[src/rtl/icache_pkg.sv]
// Shared types and default geometry for the instruction-cache tag path.
// Default widths follow a 2048-set cache with 16-byte lines and 32-bit fetch addresses.
package icache_pkg;

  localparam int ICACHE_NO_OF_SETS   = 2048;
  localparam int ICACHE_ADDR_W       = 32;
  localparam int ICACHE_OFFSET_BITS  = 4;
  localparam int ICACHE_INDEX_BITS   = $clog2(ICACHE_NO_OF_SETS);
  localparam int ICACHE_TAG_BITS     = ICACHE_ADDR_W - ICACHE_INDEX_BITS - ICACHE_OFFSET_BITS;

  typedef enum logic [2:0] {
    ST_FLUSH   = 3'd0,
    ST_IDLE    = 3'd1,
    ST_COMPARE = 3'd2,
    ST_REFILL  = 3'd3,
    ST_UPDATE  = 3'd4
  } icache_tag_state_e;

  typedef struct packed {
    logic                       valid;
    logic [ICACHE_TAG_BITS-1:0] tag;
  } icache_tag_entry_t;

endpackage

[src/rtl/icache_tag_ctrl.sv]
// Tag lookup / refill controller driving the single-port icache tag RAM.
// Sweeps every set invalid after reset and on flush; handshakes: lkup_req_i is taken when lkup_ready_o is high, mem_req_o holds until mem_ack_i.
module icache_tag_ctrl
  import icache_pkg::*;
#(
  parameter int ADDR_W      = ICACHE_ADDR_W,
  parameter int OFFSET_BITS = ICACHE_OFFSET_BITS,
  parameter int INDEX_BITS  = ICACHE_INDEX_BITS,
  parameter int TAG_BITS    = ADDR_W - INDEX_BITS - OFFSET_BITS
) (
  input  logic                  clk,
  input  logic                  rst_n,
  input  logic                  lkup_req_i,
  input  logic [ADDR_W-1:0]     lkup_addr_i,
  output logic                  lkup_ready_o,
  output logic                  rsp_valid_o,
  output logic                  rsp_hit_o,
  input  logic                  flush_i,
  output logic                  flush_busy_o,
  output logic                  mem_req_o,
  output logic [ADDR_W-1:0]     mem_addr_o,
  input  logic                  mem_ack_i,
  output logic                  tag_req_o,
  output logic                  tag_wr_o,
  output logic [INDEX_BITS-1:0] tag_addr_o,
  output logic [TAG_BITS:0]     tag_wdata_o,
  input  logic [TAG_BITS:0]     tag_rdata_i,
  output icache_tag_state_e     dbg_state_o
);

  localparam int LINE_W = ADDR_W - OFFSET_BITS;

  icache_tag_state_e     r_state;
  icache_tag_state_e     w_state_nxt;
  logic [INDEX_BITS-1:0] r_cnt;
  logic                  r_flush_pending;
  logic                  r_mem_req;
  logic [ADDR_W-1:0]     r_mem_addr;
  logic [LINE_W-1:0]     r_line;

  logic [TAG_BITS-1:0]   w_tag_q;
  logic [INDEX_BITS-1:0] w_idx_q;
  logic [INDEX_BITS-1:0] w_idx_in;
  logic                  w_hit;
  logic                  w_accept;
  logic                  w_tag_req;
  logic                  w_unused_offset;

  // Only the line address is kept; byte offset within the line plays no part in tagging.
  assign w_unused_offset = ^lkup_addr_i[OFFSET_BITS-1:0];

  assign w_tag_q  = r_line[LINE_W-1:INDEX_BITS];
  assign w_idx_q  = r_line[INDEX_BITS-1:0];
  assign w_idx_in = lkup_addr_i[INDEX_BITS+OFFSET_BITS-1:OFFSET_BITS];
  assign w_hit    = tag_rdata_i[TAG_BITS] && (tag_rdata_i[TAG_BITS-1:0] == w_tag_q);

  always_comb begin
    w_state_nxt  = r_state;
    w_accept     = 1'b0;
    w_tag_req    = 1'b0;
    lkup_ready_o = 1'b0;
    rsp_valid_o  = 1'b0;
    rsp_hit_o    = 1'b0;
    flush_busy_o = 1'b0;
    tag_wr_o     = 1'b0;
    tag_addr_o   = '0;
    tag_wdata_o  = '0;
    case (r_state)
      ST_FLUSH: begin
        flush_busy_o = 1'b1;
        w_tag_req    = 1'b1;
        tag_wr_o     = 1'b1;
        tag_addr_o   = r_cnt;
        if (r_cnt == {INDEX_BITS{1'b1}}) w_state_nxt = ST_IDLE;
      end
      ST_IDLE: begin
        lkup_ready_o = !r_flush_pending && !flush_i;
        if (flush_i || r_flush_pending) begin
          w_state_nxt = ST_FLUSH;
        end else if (lkup_req_i) begin
          w_accept    = 1'b1;
          w_tag_req   = 1'b1;
          tag_addr_o  = w_idx_in;
          w_state_nxt = ST_COMPARE;
        end
      end
      ST_COMPARE: begin
        if (w_hit) begin
          rsp_valid_o = 1'b1;
          rsp_hit_o   = 1'b1;
          w_state_nxt = ST_IDLE;
        end else begin
          w_state_nxt = ST_REFILL;
        end
      end
      ST_REFILL: begin
        if (mem_ack_i) w_state_nxt = ST_UPDATE;
      end
      ST_UPDATE: begin
        w_tag_req   = 1'b1;
        tag_wr_o    = 1'b1;
        tag_addr_o  = w_idx_q;
        tag_wdata_o = {1'b1, w_tag_q};
        rsp_valid_o = 1'b1;
        w_state_nxt = ST_IDLE;
      end
      default: w_state_nxt = ST_FLUSH;
    endcase
  end

  always_ff @(posedge clk or negedge rst_n) begin
    if (!rst_n) begin
      r_state         <= ST_FLUSH;
      r_cnt           <= '0;
      r_flush_pending <= 1'b0;
      r_mem_req       <= 1'b0;
      r_mem_addr      <= '0;
      r_line          <= '0;
    end else begin
      r_state <= w_state_nxt;
      if (r_state == ST_FLUSH) r_cnt <= r_cnt + 1'b1;
      // A flush seen mid-lookup waits in pending; IDLE always consumes it on the way to FLUSH.
      if (r_state == ST_IDLE) r_flush_pending <= 1'b0;
      else if (flush_i && r_state != ST_FLUSH) r_flush_pending <= 1'b1;
      if (w_accept) r_line <= lkup_addr_i[ADDR_W-1:OFFSET_BITS];
      if (r_state == ST_COMPARE && !w_hit) begin
        r_mem_req  <= 1'b1;
        r_mem_addr <= {r_line, {OFFSET_BITS{1'b0}}};
      end else if (r_state == ST_REFILL && mem_ack_i) begin
        r_mem_req <= 1'b0;
      end
    end
  end

  // Gate with reset so the RAM port is quiet while rst_n is low.
  assign tag_req_o   = w_tag_req && rst_n;
  assign mem_req_o   = r_mem_req;
  assign mem_addr_o  = r_mem_addr;
  assign dbg_state_o = r_state;

endmodule

[config.mk]
export PLATFORM = sky130hd
export DESIGN_NAME = icache_tag_ctrl
export DESIGN_NICKNAME = d
export VERILOG_FILES = /design/src/rtl/icache_pkg.sv /design/src/rtl/icache_tag_ctrl.sv
export SDC_FILE = /design/constraint.sdc
export NUM_CORES = 1
export LEC_CHECK = 0
export BUFFER_PORTS_ARGS = -buffer_cell sky130_fd_sc_hd__buf_2
export CAP_MARGIN = 20
export CORE_MARGIN = 2
export CORE_UTILIZATION = 30
export CTS_CLUSTER_DIAMETER = 100
export DETAILED_ROUTE_END_ITERATION = 12
export PLACE_DENSITY_LB_ADDON = 0.2
export SLEW_MARGIN = 10
export SYNTH_ARGS = -nofsm -noshare
export SYNTH_HDL_FRONTEND = slang
export SYNTH_SLANG_ARGS = --single-unit
export TNS_END_PERCENT = 20
[constraint.sdc]
create_clock -name clk -period 2.6 [get_ports clk]
set_input_delay 0.39 -clock clk [delete_from_list [all_inputs] [get_ports clk]]
set_output_delay 0.39 -clock clk [all_outputs]
set_load 0.05 [all_outputs]
==> flow_summary_export.csv <==
group,metric,value,unit
routing,detail_route.wl_per_cell,15.14,um
routing,dr.first_iter.drc_count,99,
placement,place_congestion,0.8172,
sta,grt_setup_unrepaired,"no",
floorplan,io-pin-count,126,
final_layout,finish.net_count,504,
floorplan,initial_cell_density_of_the_core,31.15,%
global_route,grt_pass1_vias,2691,
critical_path,cp_data_required_time,2.21,ns
job,max_capacitance_violation_total,0,
pwr,vdd_drop_max,451.3,uV
sta,layout_worst_path_cycle_share,91.54,%
global_route,grt_max_degree,73,
global_route,grt_antenna_before_repair,0,
global_route,grt_overflow_total,0,
routing,firstDrtPassIters,4,
floorplan,fp.dieH,110.8,um
critical_path,worstSetupStartpointType,"flop",
yosys,synth.top_cells.by_count,"sky130_fd_sc_hd__nand2_1 (91), sky130_fd_sc_hd__dfrtp_1 (72), sky130_fd_sc_hd__and3_1 (21)",
yosys,netlist.area_leader.share,52.67,%
floorplan,design.die.area,0.01227,mm^2
sta,clock_skew,0.006590,ns
global_route,grt_use_total,15.10,%
final_layout,area.sequential,0.001802,mm^2
clock_tree,cts_tree,"yes",
final_layout,post_route_cells_drive_above_1_share,39.96,%
final_layout,fillCellCount,1103,
yosys,ys_async_sr_fraction,100.0,%
yosys,synth-edff-count,0,
pwr,powerDensity,1355,mW/mm^2
critical_path,critical_path.max_fanout,17,
routing,vias,2738,
yosys,synth_flop_cell,"sky130_fd_sc_hd__dfrtp_1",
final_layout,antenna_cells_inserted,0,
critical_path,timing.reg2reg.worst_path_depth,6,
yosys,seq_area_frac_synth,52.67,%
sta,setup_slack,0.2200,ns
critical_path,worstSetupEndpointType,"output pin",
critical_path,path_class,"reg2out",
final_layout,multiInputGateArea,0.001533,mm^2
sta,worstMarginPinSlew,0.9137,ns
routing,totalWireLength,8.980,mm
clock_tree,cts-buffers-inserted,9,
sta,tns,0,ns
min_path,min_path_type,"in2reg",
min_path,timing.hold.worst_path_depth,3,
placement,dp.final_hpwl,6.452,mm
yosys,netlist.top_cell.by_area,"sky130_fd_sc_hd__dfrtp_1",
pwr,power,0.006181,W
floorplan,core_region_area,0.01098,mm^2
final_layout,syn_to_final_growth,33.32,%
clock_tree,clock-sinks,72,
sta,timing_max_transition_violations_final,0,
yosys,postSynthAreaPerCell,10.46,um^2
placement,io_buffer_count,117,
floorplan,die_width,110.8,um
routing,drt_drc_violations_left,0,
yosys,post-synth-top-count-cell,"sky130_fd_sc_hd__nand2_1",
routing,detail-route-antenna-nets,0,
clock_tree,clk_transition_reported_paths,0.06,ns
yosys,synth.area.top_cells,"sky130_fd_sc_hd__dfrtp_1 (53%), sky130_fd_sc_hd__nand2_1 (10%), sky130_fd_sc_hd__mux2_2 (6.6%)",
floorplan,placementRows,38,
sta,period_needed,2.380,ns
global_route,wire_length_of_the_first_global_routing_pass,14.51,mm
yosys,synthCells,327,
clock_tree,cts.repair_timing.setup_buffer_count,0,
yosys,post_synthesis_cell_area,0.003421,mm^2
clock_tree,clk-insertion-delay-late,0.33,ns
placement,worst_slack_after_detailed_placement,0.3870,ns
clock_tree,clk_root_buffer_cell,"sky130_fd_sc_hd__clkbuf_16",
yosys,synth.distinct_cells,37,
clock_tree,cts.htree.levels,3,
yosys,synth_warnings,0,
yosys,ffs_latches_synth,72,
sta,hold_ws,0.2468,ns
critical_path,arrival,1.99,ns
sta,fmax,420.2,MHz
status,status,"finished clean",
final_layout,utilization,41.52,%
sta,slew-limit-headroom,39.08,%
sta,hold_vio_cnt_final,0,
routing,routed_via_density,4.617,
clock_tree,ctsLongestPathBuffers,2,
sta,setup-violations-final,0,
pwr,power.static_leakage,2.397,nW
-- cells by family (layout without fill, tap and decap cells) --
logic type,after synthesis,count (layout),share of synthesized area (%)
xor+xnor,27,27,6.913
simple gates,141,141,18.84
other cells,1,4,0.1096
compound gates,21,21,3.621
flops,72,72,52.67
buf+inv,24,147,3.731
fa+ha+maj,1,1,0.3657
mux,40,40,13.75
-- stage by stage --
stage,std cells,instance area [um^2]
after detailed placement,577,4185
final,593,4561
after CTS,593,4541
after global routing,593,4561
after global placement,577,4185
after floorplan,330,3443
-- registers in the layout, summed over array words and instances, names as in the netlist --
register	cells
mem_req_o	1
r_cnt	11
mem_addr_o	28
r_flush_pending	1
r_line	28
dbg_state_o	3
-- report_power, final --
group | switching (W) | leakage (nW) | internal (W)
combinational | 0.00185 | 1.31 | 0.000872
sequential | 0.000410 | 0.912 | 0.00159
clock | 0.000470 | 0.172 | 0.000988
total | 0.00273 | 2.40 | 0.00345
-- critical path: stages (launching register included) --
cell and delay [ns]:
sky130_fd_sc_hd__dfrtp_1 0.47, sky130_fd_sc_hd__nor3_2 0.26, sky130_fd_sc_hd__and3_1 0.18, sky130_fd_sc_hd__buf_4 0.24, sky130_fd_sc_hd__nand2_1 0.11, sky130_fd_sc_hd__o21ai_1 0.10
sky130_fd_sc_hd__buf_2 0.29
-- cells in the final DEF, fill, tap and decap left out, types with 2 or more instances in the layout --
| master | count |
|---|---|
| sky130_fd_sc_hd__o21ai_1 | 8 |
| sky130_fd_sc_hd__clkinvlp_4 | 2 |
| sky130_fd_sc_hd__mux2_4 | 9 |
| sky130_fd_sc_hd__inv_1 | 4 |
| sky130_fd_sc_hd__nor2_1 | 5 |
| sky130_fd_sc_hd__mux2_2 | 20 |
| sky130_fd_sc_hd__buf_4 | 9 |
| sky130_fd_sc_hd__nand2_1 | 91 |
| sky130_fd_sc_hd__nor3_1 | 2 |
| sky130_fd_sc_hd__xnor2_1 | 19 |
| sky130_fd_sc_hd__dfrtp_1 | 72 |
| sky130_fd_sc_hd__bufinv_16 | 3 |
| sky130_fd_sc_hd__clkbuf_8 | 2 |
| sky130_fd_sc_hd__buf_2 | 114 |
| sky130_fd_sc_hd__conb_1 | 4 |
| sky130_fd_sc_hd__mux2i_1 | 11 |
| sky130_fd_sc_hd__and3_1 | 21 |
| sky130_fd_sc_hd__o21ai_2 | 3 |
| sky130_fd_sc_hd__o21bai_1 | 2 |
| sky130_fd_sc_hd__clkbuf_16 | 9 |
| sky130_fd_sc_hd__nand4_1 | 6 |
| sky130_fd_sc_hd__nand3_1 | 3 |
| sky130_fd_sc_hd__o22ai_1 | 2 |
| sky130_fd_sc_hd__nor2b_1 | 3 |
| sky130_fd_sc_hd__xor2_1 | 8 |
| sky130_fd_sc_hd__clkbuf_4 | 2 |
| sky130_fd_sc_hd__nor3_2 | 3 |
-- final cells by class --
| type | count | area share [%] |
|---|---|---|
| clock buffer | 11 | 5.542 |
| sequential | 72 | 39.51 |
| tap | 140 | 3.841 |
| clock inverter | 5 | 2.250 |
| inverter | 5 | 0.4938 |
| multi-input combinational | 234 | 33.61 |
| timing repair buffer | 126 | 14.76 |
-- routing by layer --
metal / vias to the layer above / wire [um] / part of all wire (%) / GRT usage, %
met1: 1330 / 4280 / 48 / 20.30
met2: 65 / 4147 / 46 / 23.31
met3: 14 / 326 / 3.6 / 2.898
met4: 0 / 226 / 2.5 / 7.417
met5: - / 0 / 0 / 0
li1: 1329 / - / - / -
-- final timing paths --
check | slack (ns) | startpoint | endpoint
max | 0.22 | dbg_state_o[1] | tag_addr_o[3]
min | 0.25 | lkup_addr_i[23] | r_line[19]
max reg2reg | 0.63 | dbg_state_o[2] | r_cnt[7]
min reg2reg | 0.50 | mem_addr_o[6] | mem_addr_o[6]
max in group asynchronous | 1.73 | rst_n | r_line[2]
min in group asynchronous | 0.30 | rst_n | mem_addr_o[29]
-- what timing repair did --
item                       4_1_cts  5_1_grt
resized for setup                0        5
setup endpoints to repair        0       15
hold buffers                     0        0
Power figures use the tool's default switching activity.
